===== config.mk =====
export PLATFORM = sky130hd
export DESIGN_NAME = decoder_scan_sequencer
export DESIGN_NICKNAME = d
export VERILOG_FILES = /design/src/rtl/decoder_scan_sequencer.sv
export SDC_FILE = /design/constraint.sdc
export NUM_CORES = 1
export LEC_CHECK = 0
export ABC_CLOCK_PERIOD_IN_PS = 3100
export CAP_MARGIN = 40
export CORE_UTILIZATION = 45
export DETAILED_ROUTE_END_ITERATION = 6
export PLACE_DENSITY = 0.68
export SLEW_MARGIN = 25
export SYNTH_ARGS = -nofsm -noshare
export SYNTH_HDL_FRONTEND = slang
export SYNTH_SLANG_ARGS = --single-unit

===== constraint.sdc =====
create_clock -name clk -period 3.1 [get_ports clk]
set_clock_uncertainty 0.05 [all_clocks]
set_input_delay 0.465 -clock clk [delete_from_list [all_inputs] [get_ports clk]]
set_output_delay 0.465 -clock clk [all_outputs]
set_load 0.02 [all_outputs]

===== src/rtl/decoder_scan_sequencer.sv =====
// Address sequencer feeding a 3-to-8 line decoder: walks the lines enabled in a
// captured mask, holding each for dwell+1 cycles (or until step) with a one-cycle break-before-make gap.
module decoder_scan_sequencer #(
    parameter int DWELL_W = 8
) (
    input  logic               clk,
    input  logic               rst_n,
    input  logic               start,
    input  logic               stop,
    input  logic               step,
    input  logic               manual,
    input  logic               loop,
    input  logic [7:0]         mask,
    input  logic [DWELL_W-1:0] dwell,
    output logic               A2,
    output logic               A1,
    output logic               A0,
    output logic               enable,
    output logic               busy,
    output logic               done
);

    localparam logic [1:0] S_IDLE   = 2'd0;
    localparam logic [1:0] S_ACTIVE = 2'd1;
    localparam logic [1:0] S_GAP    = 2'd2;

    logic [1:0]         r_state;
    logic [2:0]         r_addr;
    logic               r_enable;
    logic               r_busy;
    logic               r_done;
    logic [DWELL_W-1:0] r_cnt;
    logic [DWELL_W-1:0] r_dwell;
    logic [7:0]         r_mask;
    logic               r_manual;
    logic               r_loop;

    logic [2:0]         w_firstAddr;
    logic [2:0]         w_nextAddr;
    logic               w_hasHigher;
    logic               w_periodEnd;

    // Lowest set bit of the live mask; only used when a sweep is launched.
    always_comb begin
        w_firstAddr = 3'd0;
        for (int i = 7; i >= 0; i--) begin
            if (mask[i]) w_firstAddr = 3'(i);
        end
    end

    // Next line: lowest captured bit above the current address, else wrap to the lowest bit.
    always_comb begin
        w_nextAddr  = 3'd0;
        w_hasHigher = 1'b0;
        for (int i = 7; i >= 0; i--) begin
            if (r_mask[i]) w_nextAddr = 3'(i);
        end
        for (int i = 7; i >= 0; i--) begin
            if (r_mask[i] && (i > int'(r_addr))) begin
                w_nextAddr  = 3'(i);
                w_hasHigher = 1'b1;
            end
        end
    end

    assign w_periodEnd = r_manual ? step : (r_cnt == '0);

    always_ff @(posedge clk or negedge rst_n) begin
        if (!rst_n) begin
            r_state  <= S_IDLE;
            r_addr   <= 3'd0;
            r_enable <= 1'b0;
            r_busy   <= 1'b0;
            r_done   <= 1'b0;
            r_cnt    <= '0;
            r_dwell  <= '0;
            r_mask   <= 8'd0;
            r_manual <= 1'b0;
            r_loop   <= 1'b0;
        end else begin
            r_done <= 1'b0;
            case (r_state)
                S_IDLE: begin
                    if (start && !stop && (mask != 8'd0)) begin
                        r_state  <= S_ACTIVE;
                        r_enable <= 1'b1;
                        r_busy   <= 1'b1;
                        r_addr   <= w_firstAddr;
                        r_mask   <= mask;
                        r_dwell  <= dwell;
                        r_cnt    <= dwell;
                        r_manual <= manual;
                        r_loop   <= loop;
                    end
                end
                S_ACTIVE: begin
                    if (stop) begin
                        r_state  <= S_IDLE;
                        r_enable <= 1'b0;
                        r_busy   <= 1'b0;
                    end else if (w_periodEnd) begin
                        r_enable <= 1'b0;
                        if (w_hasHigher || r_loop) begin
                            r_state <= S_GAP;
                            r_addr  <= w_nextAddr;
                            r_cnt   <= r_dwell;
                        end else begin
                            r_state <= S_IDLE;
                            r_busy  <= 1'b0;
                            r_done  <= 1'b1;
                        end
                    end else if (!r_manual) begin
                        r_cnt <= r_cnt - 1'b1;
                    end
                end
                S_GAP: begin
                    if (stop) begin
                        r_state <= S_IDLE;
                        r_busy  <= 1'b0;
                    end else begin
                        r_state  <= S_ACTIVE;
                        r_enable <= 1'b1;
                    end
                end
                default: begin
                    r_state  <= S_IDLE;
                    r_enable <= 1'b0;
                    r_busy   <= 1'b0;
                end
            endcase
        end
    end

    assign A2     = r_addr[2];
    assign A1     = r_addr[1];
    assign A0     = r_addr[0];
    assign enable = r_enable;
    assign busy   = r_busy;
    assign done   = r_done;

endmodule


==> Word level (Yosys, flattened, before mapping) <==
Cells that the tools add are included.
{ "word_totals": {"out_inout_bits": 6, "elab_cells": 113, "romBits": 0, "register_bits": 34, "inputBits": 23, "memories": 0, "latchBits": 0, "ramBits": 0} }
{ "classes": {"add_sub_neg": 1, "shift": 0, "order_cmp": 7, "mul": 0, "n_eq_ne": 12, "bitwise_logic": 0, "div": 0, "n_reduce_logical": 21, "mux": 62} }
{ "ops": {"columns": ["op", "n"], "rows": [
  ["$mux 3", 27],
  ["$mux 8", 5],
  ["$mux 1", 21],
  ["$pmux 8 s2", 1],
  ["$gt 3x3->1 const A", 4],
  ["$ne 2x2->1 const B", 6],
  ["$ne 3x3->1 const B", 4],
  ["$reduce_and 5->1", 2],
  ["$logic_and 1x1->1", 9],
  ["$logic_not 8->1", 1],
  ["$mux 2", 4],
  ["$reduce_bool 8->1", 1],
  ["$sub 8x1->8 const B", 1],
  ["$gt 2x3->1 const A", 2],
  ["$pmux 1 s3", 2],
  ["$pmux 2 s3", 1],
  ["$pmux 3 s2", 1],
  ["$reduce_and 2->1", 2],
  ["$reduce_and 4->1", 1],
  ["$gt 1x3->1 const A", 1],
  ["$reduce_and 3->1", 1],
  ["$eq 2x1->1 const B", 1],
  ["$eq 2x2->1 const B", 1],
  ["$logic_not 2->1", 1],
  ["other kinds (3)", 3]
]} }

==> Depth between registers and ports, before layout <==
Gate-level depths: netlist of run 1.
{ "depth": {"word_depth": 19, "mapped_depth": 9, "mapped_depth_nobuf": 8} }

==> Worst setup path after synthesis of run 1 <==
OpenSTA, ideal clock, no wires.
{ "synth_timing": {"kind": "register to register", "start": "register r_cnt[0]", "end": "register r_addr[0]", "setup_ns": 0.125, "required_ns": 2.925, "path_stages_with_launch": 9, "period_less_slack_ns": 2.347, "path_buffers": 0, "arrival_time_ns": 2.172, "setup_slack_ns": 0.753, "cell_sequence": "dfrtp_1 -> inv_1 -> ha_1 -> or3b_2 -> o31a_1 -> nand2b_4 -> nor3b_4 -> o21bai_4 -> mux2_4"} }
{ "synth_via": {"elab_chain_cells": 4} }
{ "synth_rtl": {"columns": ["item", "line_no", "rtl"], "rows": [
  ["start: declaration", "32", "logic [DWELL_W-1:0] r_cnt;"],
  ["start signal: assignment", "91", "r_cnt <= dwell;"],
  ["start signal: assignment", "106", "r_cnt <= r_dwell;"],
  ["start signal: assignment", "113", "r_cnt <= r_cnt - 1'b1;"],
  ["$logic_not 8->1", "66", "assign w_periodEnd = r_manual ? step : (r_cnt == '0);"],
  ["$mux 1", "66", null],
  ["$ne 2x2->1 (no source line)", null, null],
  ["$reduce_and 5->1 (no source line)", null, null],
  ["end signal: assignment", "88", "r_addr <= w_firstAddr;"],
  ["end signal: assignment", "105", "r_addr <= w_nextAddr;"],
  ["end: declaration", "28", "logic [2:0] r_addr;"]
]} }
Every way passes these cells.
A chain may end at the register's enable or synchronous reset.

==> Worst setup path in the final report of run 1 <==
Same ends and word-level chain as after synthesis.

==> summary.json, run 1 <==
{
  "outcome": {
    "outcome": "finished clean"
  },
  "critical_path": {
    "crit_path_max_fanout": 5,
    "critical_path.endpoint_type": "flop",
    "critPathLaunchType": "flop",
    "worst-endpoint-arrival_ns": 2.56,
    "critPathRequiredTime_ns": 3.22,
    "criticalPathCategory": "flop to flop",
    "cells_on_worst_reg2reg_path": 8
  },
  "hold_path": {
    "min-delay-path-class": "flop to flop",
    "hold_depth": 2
  },
  "cts": {
    "cts_buffers": 5,
    "clkTransAtPathRegs_ns": 0.08,
    "hold_buffers": 0,
    "h_tree_lvls": 2,
    "cts_tree": "done",
    "clk_root_buffer_cell": "sky130_fd_sc_hd__clkbuf_8",
    "cts.repair.resized": 0,
    "cts.sink_count": 34,
    "post_cts_buffers": 0,
    "cts_max_path_buffers": 2,
    "clkLatencyLatePin_ns": 0.29
  },
  "floorplan": {
    "fp.dieW_um": 69.2,
    "die-area_sq_mm": 0.00479,
    "die-height_um": 69.2,
    "design.core.area_sq_mm": 0.00435,
    "num_rows": 24,
    "initial_utilization_pct": 46.6,
    "io-pin-count": 29
  },
  "detailed_routing": {
    "vias_per_cell": 5.72,
    "drt-initial-drc-count": 131,
    "detail_route.wirelength_um": 4350,
    "via_count": 1706,
    "detail_route.first_pass.iterations": 6,
    "detail_route.wl_per_cell_um": 14.6,
    "final_antenna_net_count": 0,
    "remaining_drc_errors": 0
  },
  "timing": {
    "maxClockFrequency_mhz": 410,
    "finalMaxSlewViolations": 0,
    "min_period_over_period_pct": 78.6,
    "final_report_setup_violation_count": 0,
    "finalHoldViolCount": 0,
    "fin_tns_setup_ns": 0,
    "worst-slew-pin-transition_ns": 0.637,
    "slew_headroom_pct": 57.5,
    "unrepaired_setup_endpoints_after_global_routing": "false",
    "period_needed_ns": 2.44,
    "worst_slack_ns": 0.663
  },
  "synth": {
    "synthesized_area_sq_mm": 0.00203,
    "ys.flop_type": "sky130_fd_sc_hd__dfrtp_1",
    "synth_cell_type_count": 52,
    "yosys_register_bits": 34,
    "synth.yosys.seq_area_share_pct": 41.9,
    "avgSynthCellArea_sq_um": 9.49,
    "post_synth_inst_count": 214,
    "post-synth-top-area-cell": "sky130_fd_sc_hd__dfrtp_1",
    "synthesis.nets": 239,
    "synth_warnings": 0,
    "synth_edf_count": 0,
    "synth_top_cells_by_area": "sky130_fd_sc_hd__dfrtp_1 42%, sky130_fd_sc_hd__mux2_2 8.9%, sky130_fd_sc_hd__nor2_1 5.0%",
    "share_of_flip_flops_with_an_asynchronous_set_or_reset_after_synthesis_pct": 100,
    "synth.top_cell.area_share_pct": 41.9,
    "netlist_top_cells_count": "34 x sky130_fd_sc_hd__dfrtp_1, 27 x sky130_fd_sc_hd__nor2_1, 19 x sky130_fd_sc_hd__a21oi_1",
    "synth_most_common_cell": "sky130_fd_sc_hd__dfrtp_1"
  },
  "cells_and_area": {
    "drive_gt1_share_pct": 15.9,
    "fin_cells": 298,
    "number_of_antenna_repair_diodes": 0,
    "area_overhead_vs_synth_pct": 21.2,
    "design.final.nets": 270,
    "postLayoutCoreUtil_pct": 56.5
  },
  "power_and_ir_drop": {
    "vdd_ir_drop_max_uv": 290,
    "powerDensity_mw_per_mm2": 633,
    "power.total_uw": 1560,
    "static_leakage_uw": 0.00101
  },
  "placement": {
    "detailed_place_hpwl_um": 3150,
    "finalWeightedCongestion": 0.846,
    "pre_cts_slack_ns": 0.368,
    "place.detailed.instances": 290,
    "numPortBuffers": 28
  },
  "grt": {
    "grt-ovfl-total": 0,
    "vias_in_the_first_global_route": 1526,
    "grt_usage_pct": 20.1,
    "first_pass_grt_wire_length_um": 7560,
    "grt_max_degree": 35,
    "grt_antenna_before_repair": 0
  },
  "job": {
    "drv_cap": 0
  }
}
-- sequential cells by signal (all words and copies together) (netlist names) --
| name | count |
|---|---|
| busy | 1 |
| done | 1 |
| enable | 1 |
| r_addr | 3 |
| r_cnt | 8 |
| r_dwell | 8 |
| r_loop | 1 |
| r_manual | 1 |
| r_mask | 8 |
| r_state | 2 |
-- placed cells by master (no fill, tap or decap), types with 2 or more instances in the layout --
master,Yosys,layout
sky130_fd_sc_hd__mux2i_1,4,4
sky130_fd_sc_hd__buf_4,1,4
sky130_fd_sc_hd__or4_1,3,3
sky130_fd_sc_hd__a31oi_1,2,2
sky130_fd_sc_hd__o21ai_0,7,7
sky130_fd_sc_hd__dfrtp_1,34,34
sky130_fd_sc_hd__o21a_1,2,2
sky130_fd_sc_hd__nor3_1,4,4
sky130_fd_sc_hd__ha_1,2,2
sky130_fd_sc_hd__o32ai_1,2,2
sky130_fd_sc_hd__o21bai_1,2,2
sky130_fd_sc_hd__a41oi_1,2,2
sky130_fd_sc_hd__clkbuf_8,0,6
sky130_fd_sc_hd__clkdlybuf4s50_1,0,28
sky130_fd_sc_hd__a211oi_1,5,5
sky130_fd_sc_hd__or2_2,4,4
sky130_fd_sc_hd__nor4_1,2,2
sky130_fd_sc_hd__a21oi_1,19,19
sky130_fd_sc_hd__xnor2_1,2,2
sky130_fd_sc_hd__o211ai_1,2,2
sky130_fd_sc_hd__o31ai_1,4,4
sky130_fd_sc_hd__inv_1,12,12
sky130_fd_sc_hd__a22o_1,2,2
sky130_fd_sc_hd__mux2_2,16,16
sky130_fd_sc_hd__o31a_1,2,2
sky130_fd_sc_hd__nand2_1,14,14
sky130_fd_sc_hd__nor2_1,27,27
sky130_fd_sc_hd__nor2b_1,5,5
sky130_fd_sc_hd__nand2b_1,3,3
-- metal layers --
metal,global-route usage (%),routed length (um)
met1,29.8,2230
met2,28.4,1870
met4,6.80,65
met5,0,0
met3,5.23,183
-- path summary, 6_finish.rpt --
check | to | start | slack (ns)
setup reg to reg | r_addr[0]$_DFFE_PN0P_ | r_cnt[0]$_DFFE_PN0P_ | 0.66
setup / recovery | r_addr[0]$_DFFE_PN0P_ | r_cnt[0]$_DFFE_PN0P_ | 0.66
hold reg to reg | r_dwell[0]$_DFFE_PN0P_ | r_dwell[0]$_DFFE_PN0P_ | 0.44
hold / removal | r_dwell[0]$_DFFE_PN0P_ | r_dwell[0]$_DFFE_PN0P_ | 0.44
max in group asynchronous | r_dwell[4]$_DFFE_PN0P_ | rst_n | 2.16
min in group asynchronous | busy$_DFFE_PN0P_ | rst_n | 0.54
-- final cells by class --
class                      count  area (sq um)
fill                         380          1890
multi-input combinational    160          1090
sequential                    34           851
timing repair buffer          32           310
clock buffer                   6          82.6
tap                           52          65.1
inverter                      12          45.0
clock inverter                 2          12.5
-- critical path, stage by stage, from the launching register on --
cell and delay [ns]:
sky130_fd_sc_hd__dfrtp_1 0.39, sky130_fd_sc_hd__inv_1 0.16, sky130_fd_sc_hd__ha_1 0.17, sky130_fd_sc_hd__or3b_2 0.43
sky130_fd_sc_hd__o31a_1 0.26, sky130_fd_sc_hd__nand2b_4 0.17, sky130_fd_sc_hd__nor3b_4 0.20, sky130_fd_sc_hd__o21bai_4 0.17
sky130_fd_sc_hd__mux2_4 0.31
-- where the power goes --
group	switching, uW	total (uW)	internal (uW)
Clock	168	346	178
Combinational	266	533	267
Sequential	133	679	546
Total	566	1560	992
-- cell families after synthesis --
| kind of cell | Yosys count | synth area share (%) |
|---|---|---|
| simple gates | 71 | 18.4 |
| compound gates | 63 | 21.4 |
| flops | 34 | 41.9 |
| mux | 21 | 11.6 |
| buf+inv | 20 | 4.19 |
| xor+xnor | 3 | 1.29 |
| fa+ha+maj | 2 | 1.23 |
-- through the flow --
stage	cell area, sq um	hold WS [ns]
after global routing	2460	0.479
final	2460	0.435
after CTS	2460	0.438
after global placement	2370	0.417
after detailed placement	2370	0.421
after floorplan	2030	0.119
(Power assumes the default switching activity.)
==> run 2: changes to the inputs <==
--- a/config.mk
+++ b/config.mk
@@ -5,11 +5,11 @@
 export SDC_FILE = /design/constraint.sdc
 export NUM_CORES = 1
 export LEC_CHECK = 0
-export ABC_CLOCK_PERIOD_IN_PS = 3100
+export ABC_CLOCK_PERIOD_IN_PS = 2170
 export CAP_MARGIN = 40
 export CORE_UTILIZATION = 45
 export DETAILED_ROUTE_END_ITERATION = 6
-export PLACE_DENSITY = 0.68
+export PLACE_DENSITY = 0.71
 export SLEW_MARGIN = 25
 export SYNTH_ARGS = -nofsm -noshare
 export SYNTH_HDL_FRONTEND = slang
==> constraint.sdc (replaced) <==
create_clock -name clk -period 2.17 [get_ports clk]
set_clock_uncertainty 0.05 [all_clocks]
set_input_delay 0.3255 -clock clk [delete_from_list [all_inputs] [get_ports clk]]
set_output_delay 0.3255 -clock clk [all_outputs]
set_load 0.02 [all_outputs]
==> run 2 against run 1 <==
The run now ends with negative setup slack left. Cell count is 13% higher. Setup slack worse by 0.78 ns. Count of clock-buffer cells in the layout rose by 1. Critical path depth decreased by 2. Critical endpoint unchanged. Largest power group is now combinational logic.
==> summary.json, run 2 (same netlist as run 1, synthesis figures left out) <==
{
  "outcome": {
    "outcome": "finished, violations left",
    "violations": "negative setup slack"
  },
  "cts": {
    "cts_buffers": 5,
    "hold_buffers": 0,
    "cts_max_path_buffers": 2,
    "cts_tree": "done",
    "cts.sink_count": 34,
    "h_tree_lvls": 2,
    "clk_root_buffer_cell": "sky130_fd_sc_hd__clkbuf_8",
    "clkTransAtPathRegs_ns": 0.07,
    "clkLatencyLatePin_ns": 0.29
  },
  "power_and_ir_drop": {
    "switching_share_pct": 35.6,
    "vdd_ir_drop_max_uv": 457,
    "powerDensity_mw_per_mm2": 878,
    "comb_power_share_pct": 44.6,
    "internal_power_uw": 1570,
    "net-switching-power_uw": 869,
    "pwr-share-clk_pct": 18.2,
    "seq_power_share_pct": 37.2,
    "static_leakage_uw": 0.00120
  },
  "timing": {
    "period_needed_ns": 2.28,
    "worst-slew-pin-transition_ns": 0.476,
    "whs_ns": 0.403,
    "unrepaired_setup_endpoints_after_global_routing": "true",
    "worst_slack_ns": -0.112,
    "finalMaxSlewViolations": 0,
    "min_period_over_period_pct": 105,
    "slew_headroom_pct": 67.9,
    "maxClockFrequency_mhz": 438,
    "fin_tns_setup_ns": -0.249,
    "final_report_setup_violation_count": 4,
    "finalHoldViolCount": 0
  },
  "critical_path": {
    "regToRegSetupSlack_ns": -0.11,
    "crit_path_max_fanout": 4,
    "critPathRequiredTime_ns": 2.30,
    "worst-endpoint-arrival_ns": 2.41,
    "crit_slowest_cell": "sky130_fd_sc_hd__or4_4",
    "cells_on_worst_reg2reg_path": 6,
    "crit_path_cell_trace": "or4_4 -> o31a_1 -> nand2b_4 -> nor3b_4 -> o21bai_4 -> mux2_4",
    "critical_path.endpoint_type": "flop",
    "critPathLaunchType": "flop",
    "critical-path-max-stage-delay_ns": 0.54,
    "criticalPathCategory": "flop to flop"
  },
  "grt": {
    "grt_usage_pct": 23.7,
    "grt_max_degree": 35,
    "grt-ovfl-total": 0,
    "first_pass_grt_wire_length_um": 8960,
    "grt_antenna_before_repair": 0,
    "vias_in_the_first_global_route": 1934
  },
  "placement": {
    "detailed_place_hpwl_um": 3660,
    "finalWeightedCongestion": 0.951,
    "numPortBuffers": 28
  },
  "floorplan": {
    "die-height_um": 69.2,
    "fp.dieW_um": 69.2,
    "num_rows": 24,
    "design.core.area_sq_mm": 0.00435,
    "initial_utilization_pct": 46.6,
    "io-pin-count": 29,
    "die-area_sq_mm": 0.00479
  },
  "cells_and_area": {
    "most_frequent_standard_cell_in_the_layout_excluding_fill_and_tap_cells": "sky130_fd_sc_hd__buf_4",
    "drive_gt1_share_pct": 28.4,
    "area_overhead_vs_synth_pct": 37.0,
    "design.final.nets": 310,
    "layout_common_cells": "42 x sky130_fd_sc_hd__buf_4, 34 x sky130_fd_sc_hd__dfrtp_1, 28 x sky130_fd_sc_hd__clkdlybuf4s50_1",
    "largest_registers": "r_cnt x8, r_dwell x8, r_mask x8",
    "number_of_antenna_repair_diodes": 0,
    "postLayoutCoreUtil_pct": 63.9
  },
  "detailed_routing": {
    "final_antenna_net_count": 0,
    "remaining_drc_errors": 0,
    "detail_route.first_pass.iterations": 4,
    "via_count": 1903,
    "drt-initial-drc-count": 212,
    "detail_route.wl_per_cell_um": 15.5,
    "detail_route.wirelength_um": 5210,
    "vias_per_cell": 5.65
  },
  "job": {
    "drv_cap": 0
  },
  "hold_path": {
    "min-delay-path-class": "input pin to async pin"
  }
}
run 2: changes by cell type in the layout (fill, tap and decap cells not counted), sizes merged:
cell and change:
buf +40, clkbuf +1, clkinvlp -1, clkinv -1
run 2: worst paths after layout:
kind                                   startpoint                      to
max in group asynchronous                   rst_n   r_mask[6]$_DFFE_PN0P_
min in group clk           r_dwell[0]$_DFFE_PN0P_  r_dwell[0]$_DFFE_PN0P_
hold reg to reg            r_dwell[0]$_DFFE_PN0P_  r_dwell[0]$_DFFE_PN0P_
setup reg to reg             r_cnt[4]$_DFFE_PN0P_   r_addr[0]$_DFFE_PN0P_
hold / removal                              rst_n   r_mask[2]$_DFFE_PN0P_
setup / recovery             r_cnt[4]$_DFFE_PN0P_   r_addr[0]$_DFFE_PN0P_
run 2: cell type report:
| cell class | instances | area (sq um) |
|---|---|---|
| clock buffers | 7 | 76.3 |
| multi-input cells | 160 | 1120 |
| flip-flops and latches | 34 | 851 |
| repair buffers | 72 | 627 |
| inverters | 12 | 45.0 |
| well taps | 52 | 65.1 |
| fillers | 371 | 1570 |
run 2: per-stage QoR:
stage	std cells	area [sq um]	setup WS [ns]	power [uW]
floorplan	214	2040	-0.142	1490
global placement	321	2620	-0.208	1910
detailed placement	321	2620	-0.236	1930
CTS	332	2720	-0.0432	2410
global route	337	2780	-0.156	2610
finish	337	2780	-0.112	2440
run 2: power groups by stage:
stage / Clock, uW / Sequential, uW / Combinational, uW
after CTS: 457 / 904 / 1050
after global placement: 0 / 912 / 998
after floorplan: 0 / 943 / 548
final: 445 / 908 / 1090
after global routing: 483 / 930 / 1190
after detailed placement: 0 / 917 / 1020
run 2: timing repair:
item / in CTS / in global routing
gates cloned: 0 / 0
endpoints found under the setup margin: 10 / 20
pin swaps: 3 / 2
resized for setup: 1 / 3
buffers inserted: 4 / 5
run 2: worst max-delay path: cells and delay by family, from the launching register on:
kind | cells | cell delay (ns)
AOI/OAI and AO/OA | 2 | 0.48
DFF | 1 | 0.38
muxes | 1 | 0.31
and+or+nand+nor | 3 | 0.94
run 2: per-layer routing:
metal	global-route usage, %	vias up	part of all wire (%)
met2	35.4	55	46
met5	0	-	0
li1	-	926	-
met3	5.81	5	5.6
met1	33.3	917	47
met4	8.84	0	1.3
